## config.mk

```make
export PLATFORM = sky130hd
export DESIGN_NAME = cmd_executor
export DESIGN_NICKNAME = d
export VERILOG_FILES = /design/src/rtl/cmd_executor.sv
export SDC_FILE = /design/constraint.sdc
export NUM_CORES = 1
export LEC_CHECK = 0
export BUFFER_PORTS_ARGS = -buffer_cell sky130_fd_sc_hd__buf_2
export CORE_ASPECT_RATIO = 0.5
export CORE_MARGIN = 2
export CORE_UTILIZATION = 50
export DETAILED_ROUTE_END_ITERATION = 16
export PLACE_DENSITY_LB_ADDON = 0.3
export SETUP_SLACK_MARGIN = 0.5
export SYNTH_ARGS = -nofsm -noshare
export SYNTH_HDL_FRONTEND = slang
export SYNTH_SLANG_ARGS = --single-unit
```

## constraint.sdc

```tcl
create_clock -name clk -period 7.6 [get_ports clk]
set_clock_uncertainty 0.15 [all_clocks]
set_input_delay 1.14 -clock clk [delete_from_list [all_inputs] [get_ports clk]]
set_output_delay 1.14 -clock clk [all_outputs]
set_load 0.01 [all_outputs]
```

## src/rtl/cmd_executor.sv

```systemverilog
// cmd_executor: pops parsed commands from the command FIFO, performs one
// single-byte register access per command and pushes a two-byte
// (status, data) response into the UART TX byte FIFO. One command at a time.
module cmd_executor #(
    parameter int TIMEOUT_CYCLES = 255
) (
    input  logic        clk,
    input  logic        rst,
    input  logic        cmd_fifo_empty,
    input  logic [17:0] cmd_fifo_rd_data,
    output logic        cmd_fifo_rd_en,
    output logic        reg_wr_en,
    output logic        reg_rd_en,
    output logic [7:0]  reg_addr,
    output logic [7:0]  reg_wdata,
    input  logic [7:0]  reg_rdata,
    input  logic        reg_rdata_valid,
    input  logic        tx_fifo_full,
    output logic        tx_fifo_wr_en,
    output logic [7:0]  tx_fifo_wr_data,
    output logic        busy,
    output logic [7:0]  err_count
);

    typedef enum logic [2:0] {
        IDLE,
        ISSUE,
        WAIT_RD,
        RESP_STAT,
        RESP_DATA
    } state_t;

    localparam logic [1:0] CMD_PING  = 2'b00;
    localparam logic [1:0] CMD_WRITE = 2'b01;
    localparam logic [1:0] CMD_READ  = 2'b10;

    localparam logic [7:0] ST_PING     = 8'hA0;
    localparam logic [7:0] ST_WRITE    = 8'hA1;
    localparam logic [7:0] ST_READ_OK  = 8'hA2;
    localparam logic [7:0] ST_INVALID  = 8'hE1;
    localparam logic [7:0] ST_TIMEOUT  = 8'hE2;

    // Last counter value before the read is declared timed out.
    localparam logic [15:0] TMO_LAST = 16'(TIMEOUT_CYCLES - 1);

    state_t      state;
    logic [17:0] cmd_q;
    logic [15:0] tmo_cnt;
    logic [7:0]  stat_q;
    logic [7:0]  data_q;
    logic [1:0]  cmd_type;

    // Saturating +1 used for the error counter.
    function automatic logic [7:0] sat_inc(input logic [7:0] v);
        return (v == 8'hFF) ? v : v + 8'd1;
    endfunction

    assign cmd_type  = cmd_q[17:16];
    assign reg_addr  = cmd_q[15:8];
    assign reg_wdata = cmd_q[7:0];

    // Pop and push handshakes are combinational so a ready FIFO costs no extra cycle.
    assign cmd_fifo_rd_en  = (state == IDLE) && !cmd_fifo_empty;
    assign tx_fifo_wr_en   = ((state == RESP_STAT) || (state == RESP_DATA)) && !tx_fifo_full;
    assign tx_fifo_wr_data = (state == RESP_DATA) ? data_q : stat_q;

    // Command FSM: capture, issue the register strobe, collect read data, send response.
    // NOTE: every register here uses <= so all updates land together at the clock edge;
    // a blocking = would let later statements see half-updated state.
    always_ff @(posedge clk or posedge rst) begin
        if (rst) begin
            state     <= IDLE;
            cmd_q     <= '0;
            tmo_cnt   <= '0;
            stat_q    <= '0;
            data_q    <= '0;
            err_count <= '0;
            reg_wr_en <= 1'b0;
            reg_rd_en <= 1'b0;
            busy      <= 1'b0;
        end else begin
            // Register strobes live for exactly the ISSUE cycle.
            reg_wr_en <= 1'b0;
            reg_rd_en <= 1'b0;
            case (state)
                IDLE: begin
                    if (cmd_fifo_rd_en) begin
                        cmd_q     <= cmd_fifo_rd_data;
                        reg_wr_en <= (cmd_fifo_rd_data[17:16] == CMD_WRITE);
                        reg_rd_en <= (cmd_fifo_rd_data[17:16] == CMD_READ);
                        busy      <= 1'b1;
                        state     <= ISSUE;
                    end
                end
                ISSUE: begin
                    case (cmd_type)
                        CMD_PING: begin
                            stat_q <= ST_PING;
                            data_q <= reg_addr;
                            state  <= RESP_STAT;
                        end
                        CMD_WRITE: begin
                            stat_q <= ST_WRITE;
                            data_q <= reg_wdata;
                            state  <= RESP_STAT;
                        end
                        CMD_READ: begin
                            tmo_cnt <= '0;
                            state   <= WAIT_RD;
                        end
                        default: begin
                            stat_q    <= ST_INVALID;
                            data_q    <= 8'h00;
                            err_count <= sat_inc(err_count);
                            state     <= RESP_STAT;
                        end
                    endcase
                end
                WAIT_RD: begin
                    // Valid data takes priority over a timeout in the same cycle.
                    if (reg_rdata_valid) begin
                        stat_q <= ST_READ_OK;
                        data_q <= reg_rdata;
                        state  <= RESP_STAT;
                    end else if (tmo_cnt == TMO_LAST) begin
                        stat_q    <= ST_TIMEOUT;
                        data_q    <= 8'h00;
                        err_count <= sat_inc(err_count);
                        state     <= RESP_STAT;
                    end else begin
                        tmo_cnt <= tmo_cnt + 16'd1;
                    end
                end
                RESP_STAT: begin
                    if (!tx_fifo_full) state <= RESP_DATA;
                end
                RESP_DATA: begin
                    if (!tx_fifo_full) begin
                        busy  <= 1'b0;
                        state <= IDLE;
                    end
                end
                default: begin
                    busy  <= 1'b0;
                    state <= IDLE;
                end
            endcase
        end
    end

endmodule
```

=== Word level (Yosys, flattened, before mapping) ===
Index checks and enable logic that the tools add are counted.
W data, S select, Z words.

* Flip-flop bits (word level): 64
* Latch bits: 0
* Memory bits (writable): 0
* Bits in read-only memories: 0
* Input bits: 31
* Output and inout port bits: 37
* Word-level logic and storage cells: 80
* Memories kept: 0

* $add $sub $neg: 2
* Multiply operators: 0
* Div/mod/pow operators: 0
* Order comparisons: 0
* Eq/ne operators: 20
* Shifts and indexed selects: 0
* Multiplexer cells: 32
* Bitwise logic cells: 1
* Reductions and logical operators: 16

{| class="wikitable"
|+ Operators with widths
! cell !! count
|-
| $mux W8 || 9
|-
| $mux W16 || 3
|-
| $pmux W8 S2 || 3
|-
| $pmux W8 S3 || 2
|-
| $pmux W16 S2 || 1
|-
| $ne A2 B2 Y1 const B || 9
|-
| $add A16 B1 Y16 const B || 1
|-
| $eq A16 B8 Y1 const B || 1
|-
| $mux W3 || 5
|-
| $pmux W3 S5 || 1
|-
| $reduce_and A4 Y1 || 3
|-
| $add A8 B1 Y8 const B || 1
|-
| $eq A8 B8 Y1 const B || 1
|-
| $mux W1 || 7
|-
| $eq A3 B2 Y1 const B || 2
|-
| $reduce_and A3 Y1 || 2
|-
| $reduce_or A3 Y1 || 2
|-
| $eq A2 B1 Y1 const B || 2
|-
| $eq A2 B2 Y1 const B || 2
|-
| $eq A3 B1 Y1 const B || 1
|-
| $eq A3 B3 Y1 const B || 1
|-
| $logic_not A3 Y1 || 1
|-
| $ne A3 B3 Y1 const B || 1
|-
| $pmux W1 S3 || 1
|-
| 7 further kinds || 9
|}

=== Logic depth before layout (Yosys ltp) ===
* Depth after elaboration: 5
* Depth in mapped cells: 8
* Gate-level depth less buffers: 7

=== Worst setup path before layout ===
OpenSTA, ideal clock, no wires.

* Path type: in2out
* From: input port cmd_fifo_empty
* To: output port cmd_fifo_rd_en
* Arrival: 1.831 ns
* Data required time: 6.310 ns
* Slack: 4.479 ns
* Stages on the path: 2
* Path buffers: 1
* Path through: nor4_1 -> clkbuf_1

* Word-level cells in the longest chain between the ends: 2

{| class="wikitable"
|+ Ends and longest elaborated chain
! item !! line !! RTL
|-
| start: declaration || 9 || <nowiki>input logic cmd_fifo_empty,</nowiki>
|-
| $logic_not A1 Y1 || 63 || <nowiki>assign cmd_fifo_rd_en = (state == IDLE) && !cmd_fifo_empty;</nowiki>
|-
| $logic_and A1 B1 Y1 || 63 ||
|-
| end: declaration || 11 || <nowiki>output logic cmd_fifo_rd_en,</nowiki>
|}

No other way between the ends.

=== Worst setup path after layout ===
* From: register state[0]
* To: output port tx_fifo_wr_data[6]

* Word-level cells in the longest chain between the ends: 2

{| class="wikitable"
|+ Ends and longest elaborated chain
! item !! line !! RTL
|-
| start: declaration || 46 || <nowiki>state_t state;</nowiki>
|-
| start signal: assignment || 72 || <nowiki>state <= IDLE;</nowiki>
|-
| start signal: assignment || 92 || <nowiki>state <= ISSUE;</nowiki>
|-
| start signal: assignment || 100 || <nowiki>state <= RESP_STAT;</nowiki>
|-
| $eq A3 B3 Y1 || 65 || <nowiki>assign tx_fifo_wr_data = (state == RESP_DATA) ? data_q : stat_q;</nowiki>
|-
| $mux W8 || 65 ||
|-
| end: declaration || 20 || <nowiki>output logic [7:0] tx_fifo_wr_data,</nowiki>
|}

No other way between the ends.

==> impl_results.md <==
- Outcome: finished, final reports clean
- Synth Flop Type: dfrtp_1
- Capturing point of the worst reg2reg path: err_count[6]$_DFFE_PP0P_
- Die X-Extent: 116 um
- Hold Path End: stat_q[5]$_DFFE_PP0P_
- Worst hold path class: flop to flop
- Register area share after synthesis: 47.8%
- Hold_buf cts: 0
- PostCTS Resize Cnt: 0
- WP data arrival: around 2.1 ns
- Final setup margin: 4.19 ns
- First-pass GRT wire length: 11300 um
- GR Util met2: 35.3%
- Top Usage Layer GRT: met2
- Crit Path Max Fanout: 13
- Non-Filler Instances: 456
- Vias: 2503
- Initial Util: between 50% and 60%
- Ys Warns: 0
- Dpl cells: 441
- # IOs: 68
- Slew Viols, Final: 0
- Syn Nets: 349
- Synth unique cells: 48
- Unrepaired setup endpoints after global routing: no
- Via density: 5.49
- Layout area overhead: 19.4%
- Tcrit/Tclk final: 44.9%
- Leakage: 1.74 nW
- CTS clk-pin slew, worst paths: 0.05 ns
- Placeable Area: 6060 um^2
- Synth Instances: 315
- Share of post-route cells with drive strength above 1: 31.8%
- Final Hold Violating Endpoints: 0
- Die area: 6960 um^2
- Die height: roughly 60 um
- Maximum clock rate: just under 300 MHz
- DP HPWL: 4660 um
- Worst-margin pin slew: 0.937 ns
- Peak supply drop: 0.184 mV
- Routed len/inst: 14.7 um
- Hold wc startpoint: stat_q[5]$_DFFE_PP0P_
- CTS tree: yes
- # H-tree levels: 3
- Total of max-cap violations: 0
- # port buffers: 67
- Mean Syn Cell Area: 9.96 um^2
- #FFs+latches synth: 60
- Drt pass-1 iters: 5
- Synthesized cell area: approximately 3100 um^2
- R2R Path Start: tmo_cnt[0]$_DFFE_PP0P_
- Final hold slack: between 0.3 and 0.4 ns
- CTS root buf: clkbuf_16
- Critical Path Sink Type: output pin
- Initial antenna violation count: 0
- Min Tclk post-route: 3.41 ns
- Worst skew pair latency: 0.32 ns
- Setup bufs post-CTS: 0
- Power Density: 409 nW/um^2
- Final core occ: 61.9%
- Buffer levels on the longest clock path: 2
- Total negative slack: 0 ns
- Endpoints failing setup: 0
- Overflow after GRT: 0
- Final net count: approximately 400
- Hold path cells: 1
- Final GP Congestion: 0.856
- Cell depth of the worst flop-to-flop path: 7
- R2r setup slk: ~4.6 ns
- WL final: 6690 um
- Largest net degree at the start of global routing: 61
- Synth async-reset ratio: 100%
- 1st-iter DRT viols: 184
- Critical Path Start Type: flop
- GRT met1 Usage: roughly 28%
- All-Layer GR Usage: 21.3%
- Slew Limit Headroom: 37.5%
- Vias in the first global route: 2401
- Clock sink count: 60
- Total CTS buffers: 9
- WS Path Type: flop to output pin
- # rows: 20
- Setup slack at placement: 4.43 ns
- GRT met3 Usage: 5.58%
- Drt drc: 0
- Number of flops mapped to enable cells by yosys: 0
- Worst path required time: 6.31 ns
- Antenna fix cells: 0
- Final ANT Viol Nets: 0
## kinds of logic (layout without fill, tap and decap cells)
family	count (synthesis)	count (layout)	share of synthesized area, %
fa+ha+maj	3	3	1.20
simple gates	110	110	18.8
compound gates	65	65	12.3
mux	32	32	11.2
xor+xnor	7	7	1.95
flops	60	60	47.8
buf+inv	38	91	6.70
## worst max path at each step
stage	slack [ns]	to	from	cells after the start
finish	4.19	tx_fifo_wr_data[6]	state[0]$_DFFE_PP0P_	4
global route	4.03	tx_fifo_wr_data[6]	state[0]$_DFFE_PP0P_	4
CTS	4.18	tx_fifo_wr_data[6]	state[0]$_DFFE_PP0P_	4
detailed placement	4.43	cmd_fifo_rd_en	cmd_fifo_empty	4
global placement	4.44	cmd_fifo_rd_en	cmd_fifo_empty	4
floorplan	4.48	cmd_fifo_rd_en	cmd_fifo_empty	2
## per-layer routing
metal	part of all wire (%)	vias to the layer above
met2	50	63
met4	1.3	0
li1	-	1211
met3	3.6	9
met1	45	1220
met5	0	-
## power by group
group,leakage (nW),internal (mW),switching [mW]
registers,0.762,0.425,0.116
clock network,0.158,0.302,0.134
logic,0.815,0.247,0.308
## flip-flops by register name (all words and copies together) (netlist names)
name / flops
tmo_cnt: 16
stat_q: 4
reg_rd_en: 1
data_q: 8
cmd_q: 18
reg_wr_en: 1
busy: 1
state: 3
err_count: 8
## cell usage in the layout, fill, tap and decap left out, drive strengths merged, types with 2 or more instances in the layout
cell / n
a21o: 3
a21oi: 14
a22o: 3
and3: 3
and3b: 2
buf: 69
bufinv: 2
clkbuf: 11
dfrtp: 60
ha: 3
inv: 7
mux2: 24
mux2i: 8
nand2: 29
nand2b: 4
nand3: 12
nand4: 5
nor2: 20
nor2b: 3
nor3: 13
nor4: 5
o21ai: 32
o31ai: 4
o41ai: 2
or2: 2
or3: 4
xnor2: 2
xor2: 5
## per-stage QoR
step	total power [mW]	cell area, um^2
6_report	1.53	3750
5_1_grt	1.64	3750
4_1_cts	1.54	3750
3_5_place_dp	1.10	3420
3_3_place_gp	1.07	3420
2_1_floorplan	0.995	3140
## synthesized netlist by cell type, types with 7 or more instances
cell type	instances	area share, %
dfrtp_1	60	48
buf_4	17	4.1
nand3_1	12	1.9
mux2i_1	8	2.6
mux2_2	23	8.3
inv_1	7	0.84
nor2_1	20	2.4
clkbuf_1	11	1.3
nor3_1	11	1.8
a21oi_1	14	2.2
nand2_1	29	3.5
o21ai_0	31	4.9
## worst max-delay path, cell delays in order, from the launching register on
cell,delay (ns)
dfrtp_1,0.52
nor2_1,0.51
nand2_1,0.28
mux2_2,0.35
buf_2,0.14
## area by class of cell
cell class / instances / area, um^2
Inverter: 7 / 26.3
Fill cell: 534 / 2310
Timing Repair Buffer: 69 / 350
Sequential cell: 60 / 1500
Clock buffer: 11 / 253
Clock inverter: 4 / 72.6
Tap cell: 88 / 110
Multi-Input combinational cell: 217 / 1430
No activity file was read; power rests on OpenSTA's default activity.
